==> src/rtl/gf_prime_alu.sv <==
// GF(p) arithmetic unit: modular add/sub, bit-serial shift-add multiply and
// binary extended-Euclid divide/invert, behind a start/ready/done handshake.
module gf_prime_alu #(
    parameter int WIDTH    = 32,
    parameter int ITER_MAX = 2 * WIDTH
) (
    input  logic             i_clk,
    input  logic             i_rst,
    input  logic             i_start,
    input  logic [2:0]       i_op,
    input  logic [WIDTH-1:0] i_a,
    input  logic [WIDTH-1:0] i_b,
    input  logic [WIDTH-1:0] i_p,
    output logic             o_ready,
    output logic             o_done,
    output logic [WIDTH-1:0] o_result,
    output logic             o_err
);

    localparam int CNT_TOP = (ITER_MAX > WIDTH) ? ITER_MAX : WIDTH;
    localparam int CW      = $clog2(CNT_TOP + 1);

    localparam logic [CW-1:0]    CNT_MUL = CW'(WIDTH);
    localparam logic [CW-1:0]    CNT_MAX = CW'(ITER_MAX);
    localparam logic [CW-1:0]    CNT_ONE = CW'(1);
    localparam logic [WIDTH-1:0] ONE     = WIDTH'(1);

    localparam logic [2:0] OP_ADD = 3'd0;
    localparam logic [2:0] OP_SUB = 3'd1;
    localparam logic [2:0] OP_MUL = 3'd2;
    localparam logic [2:0] OP_DIV = 3'd3;
    localparam logic [2:0] OP_INV = 3'd4;

    typedef enum logic [2:0] {
        S_IDLE   = 3'd0,
        S_ADDSUB = 3'd1,
        S_MUL    = 3'd2,
        S_INV    = 3'd3,
        S_DONE   = 3'd4
    } state_t;

    // (x + y) mod p for x, y < p; the sum is kept one bit wider so the carry is never lost.
    function automatic logic [WIDTH-1:0] mod_add(
        input logic [WIDTH-1:0] x,
        input logic [WIDTH-1:0] y,
        input logic [WIDTH-1:0] p
    );
        logic [WIDTH:0] s;
        s = {1'b0, x} + {1'b0, y};
        if (s >= {1'b0, p}) begin
            s = s - {1'b0, p};
        end
        return s[WIDTH-1:0];
    endfunction

    function automatic logic [WIDTH-1:0] mod_sub(
        input logic [WIDTH-1:0] x,
        input logic [WIDTH-1:0] y,
        input logic [WIDTH-1:0] p
    );
        logic [WIDTH-1:0] d;
        d = x - y;
        if (x < y) begin
            d = d + p;
        end
        return d;
    endfunction

    // x/2 mod p: an odd x is made even by adding the odd prime before the shift.
    function automatic logic [WIDTH-1:0] mod_half(
        input logic [WIDTH-1:0] x,
        input logic [WIDTH-1:0] p
    );
        logic [WIDTH:0] s;
        s = {1'b0, x};
        if (x[0]) begin
            s = s + {1'b0, p};
        end
        return s[WIDTH:1];
    endfunction

    state_t           r_state;
    state_t           w_state_next;

    logic [2:0]       r_op;
    logic [WIDTH-1:0] r_a;
    logic [WIDTH-1:0] r_b;
    logic [WIDTH-1:0] r_p;
    logic [WIDTH-1:0] r_acc;
    logic [WIDTH-1:0] r_u;
    logic [WIDTH-1:0] r_v;
    logic [WIDTH-1:0] r_x1;
    logic [WIDTH-1:0] r_x2;
    logic [CW-1:0]    r_cnt;
    logic [WIDTH-1:0] r_result;
    logic             r_err;

    logic             w_fast_err;
    logic [WIDTH-1:0] w_sum;
    logic [WIDTH-1:0] w_diff;
    logic [WIDTH-1:0] w_dbl;
    logic [WIDTH-1:0] w_mul_step;
    logic             w_u_one;
    logic             w_v_one;
    logic             w_inv_finish;
    logic             w_inv_overrun;
    logic [WIDTH-1:0] w_u_next;
    logic [WIDTH-1:0] w_v_next;
    logic [WIDTH-1:0] w_x1_next;
    logic [WIDTH-1:0] w_x2_next;

    assign w_fast_err = (i_op > OP_INV) ||
                        (((i_op == OP_DIV) || (i_op == OP_INV)) && (i_b == '0));

    assign w_sum  = mod_add(r_a, r_b, r_p);
    assign w_diff = mod_sub(r_a, r_b, r_p);

    // Horner step over b, MSB first: acc = 2*acc (+ a) mod p.
    assign w_dbl      = mod_add(r_acc, r_acc, r_p);
    assign w_mul_step = r_b[WIDTH-1] ? mod_add(w_dbl, r_a, r_p) : w_dbl;

    assign w_u_one       = (r_u == ONE);
    assign w_v_one       = (r_v == ONE);
    assign w_inv_finish  = w_u_one || w_v_one;
    assign w_inv_overrun = (r_cnt == CNT_MAX);

    // One Euclid iteration; invariants x1*b == a*u and x2*b == a*v (mod p).
    always_comb begin
        w_u_next  = r_u;
        w_v_next  = r_v;
        w_x1_next = r_x1;
        w_x2_next = r_x2;
        if (!r_u[0]) begin
            w_u_next  = r_u >> 1;
            w_x1_next = mod_half(r_x1, r_p);
        end else if (!r_v[0]) begin
            w_v_next  = r_v >> 1;
            w_x2_next = mod_half(r_x2, r_p);
        end else if (r_u >= r_v) begin
            w_u_next  = r_u - r_v;
            w_x1_next = mod_sub(r_x1, r_x2, r_p);
        end else begin
            w_v_next  = r_v - r_u;
            w_x2_next = mod_sub(r_x2, r_x1, r_p);
        end
    end

    always_ff @(posedge i_clk) begin
        if (i_rst) begin
            r_state <= S_IDLE;
        end else begin
            r_state <= w_state_next;
        end
    end

    always_comb begin
        w_state_next = r_state;
        o_ready      = 1'b0;
        o_done       = 1'b0;
        case (r_state)
            S_IDLE: begin
                o_ready = 1'b1;
                if (i_start) begin
                    if (w_fast_err) begin
                        w_state_next = S_DONE;
                    end else if ((i_op == OP_ADD) || (i_op == OP_SUB)) begin
                        w_state_next = S_ADDSUB;
                    end else if (i_op == OP_MUL) begin
                        w_state_next = S_MUL;
                    end else begin
                        w_state_next = S_INV;
                    end
                end
            end
            S_ADDSUB: begin
                w_state_next = S_DONE;
            end
            S_MUL: begin
                if (r_cnt == '0) begin
                    w_state_next = S_DONE;
                end
            end
            S_INV: begin
                if (w_inv_finish || w_inv_overrun) begin
                    w_state_next = S_DONE;
                end
            end
            S_DONE: begin
                o_done       = 1'b1;
                w_state_next = S_IDLE;
            end
            default: begin
                w_state_next = S_IDLE;
            end
        endcase
    end

    always_ff @(posedge i_clk) begin
        if (i_rst) begin
            r_op     <= '0;
            r_a      <= '0;
            r_b      <= '0;
            r_p      <= '0;
            r_acc    <= '0;
            r_u      <= '0;
            r_v      <= '0;
            r_x1     <= '0;
            r_x2     <= '0;
            r_cnt    <= '0;
            r_result <= '0;
            r_err    <= 1'b0;
        end else begin
            case (r_state)
                S_IDLE: begin
                    if (i_start) begin
                        r_op  <= i_op;
                        r_a   <= i_a;
                        r_b   <= i_b;
                        r_p   <= i_p;
                        r_acc <= '0;
                        r_u   <= i_b;
                        r_v   <= i_p;
                        r_x1  <= (i_op == OP_DIV) ? i_a : ONE;
                        r_x2  <= '0;
                        r_cnt <= (i_op == OP_MUL) ? CNT_MUL : '0;
                        if (w_fast_err) begin
                            r_result <= '0;
                            r_err    <= 1'b1;
                        end
                    end
                end
                S_ADDSUB: begin
                    r_result <= (r_op == OP_SUB) ? w_diff : w_sum;
                    r_err    <= 1'b0;
                end
                S_MUL: begin
                    if (r_cnt == '0) begin
                        r_result <= r_acc;
                        r_err    <= 1'b0;
                    end else begin
                        r_acc <= w_mul_step;
                        r_b   <= r_b << 1;
                        r_cnt <= r_cnt - CNT_ONE;
                    end
                end
                S_INV: begin
                    if (w_inv_finish) begin
                        r_result <= w_u_one ? r_x1 : r_x2;
                        r_err    <= 1'b0;
                    end else if (w_inv_overrun) begin
                        r_result <= '0;
                        r_err    <= 1'b1;
                    end else begin
                        r_u   <= w_u_next;
                        r_v   <= w_v_next;
                        r_x1  <= w_x1_next;
                        r_x2  <= w_x2_next;
                        r_cnt <= r_cnt + CNT_ONE;
                    end
                end
                default: begin
                end
            endcase
        end
    end

    assign o_result = r_result;
    assign o_err    = r_err;

endmodule
==> config.mk <==
export PLATFORM = sky130hd
export DESIGN_NAME = gf_prime_alu
export DESIGN_NICKNAME = d
export VERILOG_FILES = /design/src/rtl/gf_prime_alu.sv
export SDC_FILE = /design/constraint.sdc
export NUM_CORES = 2
export LEC_CHECK = 0
export ABC_AREA = 0
export BUFFER_PORTS_ARGS = -buffer_cell sky130_fd_sc_hd__clkbuf_2
export CORE_ASPECT_RATIO = 0.9
export CORE_MARGIN = 2
export CORE_UTILIZATION = 40
export DETAILED_ROUTE_END_ITERATION = 16
export PLACE_DENSITY = 0.57
export SLEW_MARGIN = 25
export SYNTH_ARGS = -nofsm -noshare
export SYNTH_HDL_FRONTEND = slang
export SYNTH_SLANG_ARGS = --single-unit
==> constraint.sdc <==
create_clock -name i_clk -period 16.2 [get_ports i_clk]
set_clock_uncertainty 0.15 [all_clocks]
set_input_delay 2.43 -clock i_clk [delete_from_list [all_inputs] [get_ports i_clk]]
set_output_delay 2.43 -clock i_clk [all_outputs]
set_load 0.03 [all_outputs]
==> flow_summary.toml <==
[status]
status = "completed"

[sta]
setup_slack_ps = 6030
setup_violations = 0
max_freq_mhz = 98.4
fin_crit_ps = 10170
rsz0062_at_grt = "false"
finalSetupTns_ps = 0
maxSlewViolCount = 0
worst_pin_slew_ps = 1130
finalHoldViolations = 0
min_period_over_period_pct = 62.8
relSlewSlack_pct = 24.5

[layout]
num-nets-final = 6157
final_layout_size_suffix_gt1_share_pct = 6.46
areaGrowthSynthToFinish_pct = 8.06

[floorplan]
dieArea_um2 = 103000
std_cell_rows = 110
core_um2 = 99900
dieHeight_um = 305
initial_core_util_pct = 40.3
num_io_pins = 137
die_x_um = 338

[detailed_routing]
wirelength_um = 179000
vias = 43900
initialDrtViolationCount = 5282
routed_via_density = 6.33
route.detailed.drc = 0
first_pass_iters = 6
wire_per_inst_um = 25.8
drtAntennaViolNets = 0

[clock_tree]
cts_hold_buf = 0
path_clk_slew_ps = 60
clock_latency_ps = 630
cts_root_buf = "clkbuf_16"
cts_tree = "built"
ctsResizeCount = 0
numCtsBuffers = 43
cts_buffer_depth = 3
cts_max_level = 2
cts_setup_buffers = 0
cts.sinks = 302

[synthesis]
ys_seq_elements = 302
ys_async_sr_fraction_pct = 0
yosysTopAreaCellShare_pct = 15.0
postSynthCellCount = 5618
synth_cell_types = 92
synth.avg_cell_area_um2 = 7.16
yosysMostFrequentCell = "a21oi_1"
synth_area_leaders = "dfxtp_1, ha_1, a21oi_1, xnor2_1, nand2_1"
ys_seq_area_share_pct = 15.0
synthTopCellsByCount = "a21oi_1, nand2_1, ha_1"
ys.flop_type = "dfxtp_1"
syn_nets = 6215
synth-edff-count = 0
synth_area_leader_cell = "dfxtp_1"
syn_area_um2 = 40200
ys_warn_count = 0

[worst_setup_path]
ff2ff_path_depth = 33
start_kind = "register"
r2r_setup_slack_ps = 6030
critPathMaxStageDelay_ps = 690
crit_end = "r_acc[21]"
cp.required_ps = 16540
cp_slowest_cell = "o41ai_1"
critPathLaunch = "r_p[1]"
worstPathMaxFanout = 41
rr_startpoint = "r_p[1]"
critPathArrivalTime_ps = 10510
end_kind = "register"
worst-setup-path-type = "register to register"
r2r-end = "r_acc[21]"

[global_routing]
overflow = 0
grt_pass1_wl_um = 263000
first_global_vias = 39800
grt_max_degree = 113
grt_usage_pct = 33.2
antenna_found_initial = 7

[placement]
dp_slack_ps = 6030
gp_congestion = 0.993
portBuffers = 136
place_hpwl_um = 144000

[pwr]
powerDensity_nw_per_um2 = 122
ir_drop_mv = 0.0821
leakage_nw = 18.9

[run]
cap_violations = 0

[min_path]
hold_path.class = "register to register"
[sequential cells by signal (all words and copies together), names as in the netlist, 7 cells and up]
register  flops
o_result     32
r_x2         32
r_p          32
r_u          32
r_a          32
r_v          32
r_x1         32
r_acc        32
r_cnt         7
r_b          32
[layout by cell type (no fill, tap or decap), drive strengths merged, types with 77 or more instances in the layout]
cell type / Yosys / final
inv: 328 / 329
nand2: 545 / 545
a211oi: 103 / 103
a221oi: 82 / 82
o21bai: 77 / 77
nor2: 435 / 435
nor3: 138 / 138
nand3: 90 / 90
ha: 479 / 479
a21o: 230 / 230
clkbuf: 252 / 192
dfxtp: 302 / 302
o21ai: 439 / 439
xnor2: 267 / 267
a21oi: 657 / 657
xor2: 134 / 134
mux2i: 82 / 82
[critical path: cells and delay by family (launching register included)]
family                   cells  cell delay [ps]
buffers and inverters        3             1250
AO/OA/AOI/OAI               18             5000
adder cells (fa/ha/maj)      3             1090
multiplexers                 2              580
flip-flops                   1              580
XOR/XNOR                     1              240
AND/OR/NAND/NOR              6             1140
[how the worst min path moves through the flow]
stage | from | slack [ps] | endpoint | cells after the start
floorplan | r_op[0] | 290 | r_op[0] | 2
global placement | r_p[16] | 300 | r_p[16] | 2
detailed placement | r_op[0] | 300 | r_op[0] | 2
CTS | r_p[16] | 310 | r_p[16] | 2
global route | r_p[16] | 330 | r_p[16] | 2
finish | r_op[0] | 310 | r_op[0] | 2
[per-layer routing]
metal | part of all wire [%] | track usage (%) | up-vias
met2 | 40 | 48.0 | 2079
li1 | - | - | 20500
met5 | 0.019 | 0 | -
met1 | 45 | 48.0 | 21100
met4 | 4.2 | 12.4 | 4
met3 | 10 | 6.72 | 271
[cell families (layout without fill, tap and decap cells)]
| family | after synthesis | in the layout | synth area share (%) |
|---|---|---|---|
| AOI/OAI and AO/OA | 2137 | 2137 | 34.2 |
| muxes | 114 | 114 | 2.94 |
| DFF | 302 | 302 | 15.0 |
| and+or+nand+nor | 1538 | 1538 | 17.3 |
| buffers and inverters | 631 | 604 | 6.04 |
| other | 0 | 7 | 0 |
| xor gates and xnor gates | 401 | 401 | 8.73 |
| adders and majority gates | 495 | 495 | 15.7 |
[final cells by class]
| cell class | instances | area, µm² |
|---|---|---|
| multi-input cells | 4685 | 31900 |
| repair buffers | 198 | 1170 |
| well taps | 1344 | 1680 |
| fillers | 10500 | 56500 |
| diodes | 7 | 17.5 |
| inverters | 330 | 1240 |
| clock buffers | 56 | 1180 |
| flip-flops and latches | 302 | 6050 |
| clock inverters | 20 | 240 |
[metrics by stage]
step | area, µm² | util, % | cells | hold WS [ps] | power (W)
CTS | 43400 | 43.5 | 6935 | 312 | 0.00522
finish | 43500 | 43.5 | 6942 | 311 | 0.00531
detailed placement | 42000 | 42.1 | 6859 | 303 | 0.00420
floorplan | 40200 | - | 5618 | 290 | 0.00334
global route | 43500 | 43.5 | 6935 | 330 | 0.00564
global placement | 42000 | 42.0 | 6859 | 297 | 0.00421
[power breakdown]
group | leakage [nW] | internal [W] | switching, W
Clock | 0.692 | 0.000581 | 0.000431
Sequential | 2.47 | 0.000803 | 0.000125
Combinational | 15.7 | 0.00127 | 0.00209
No activity file was read; power rests on OpenSTA's default activity.
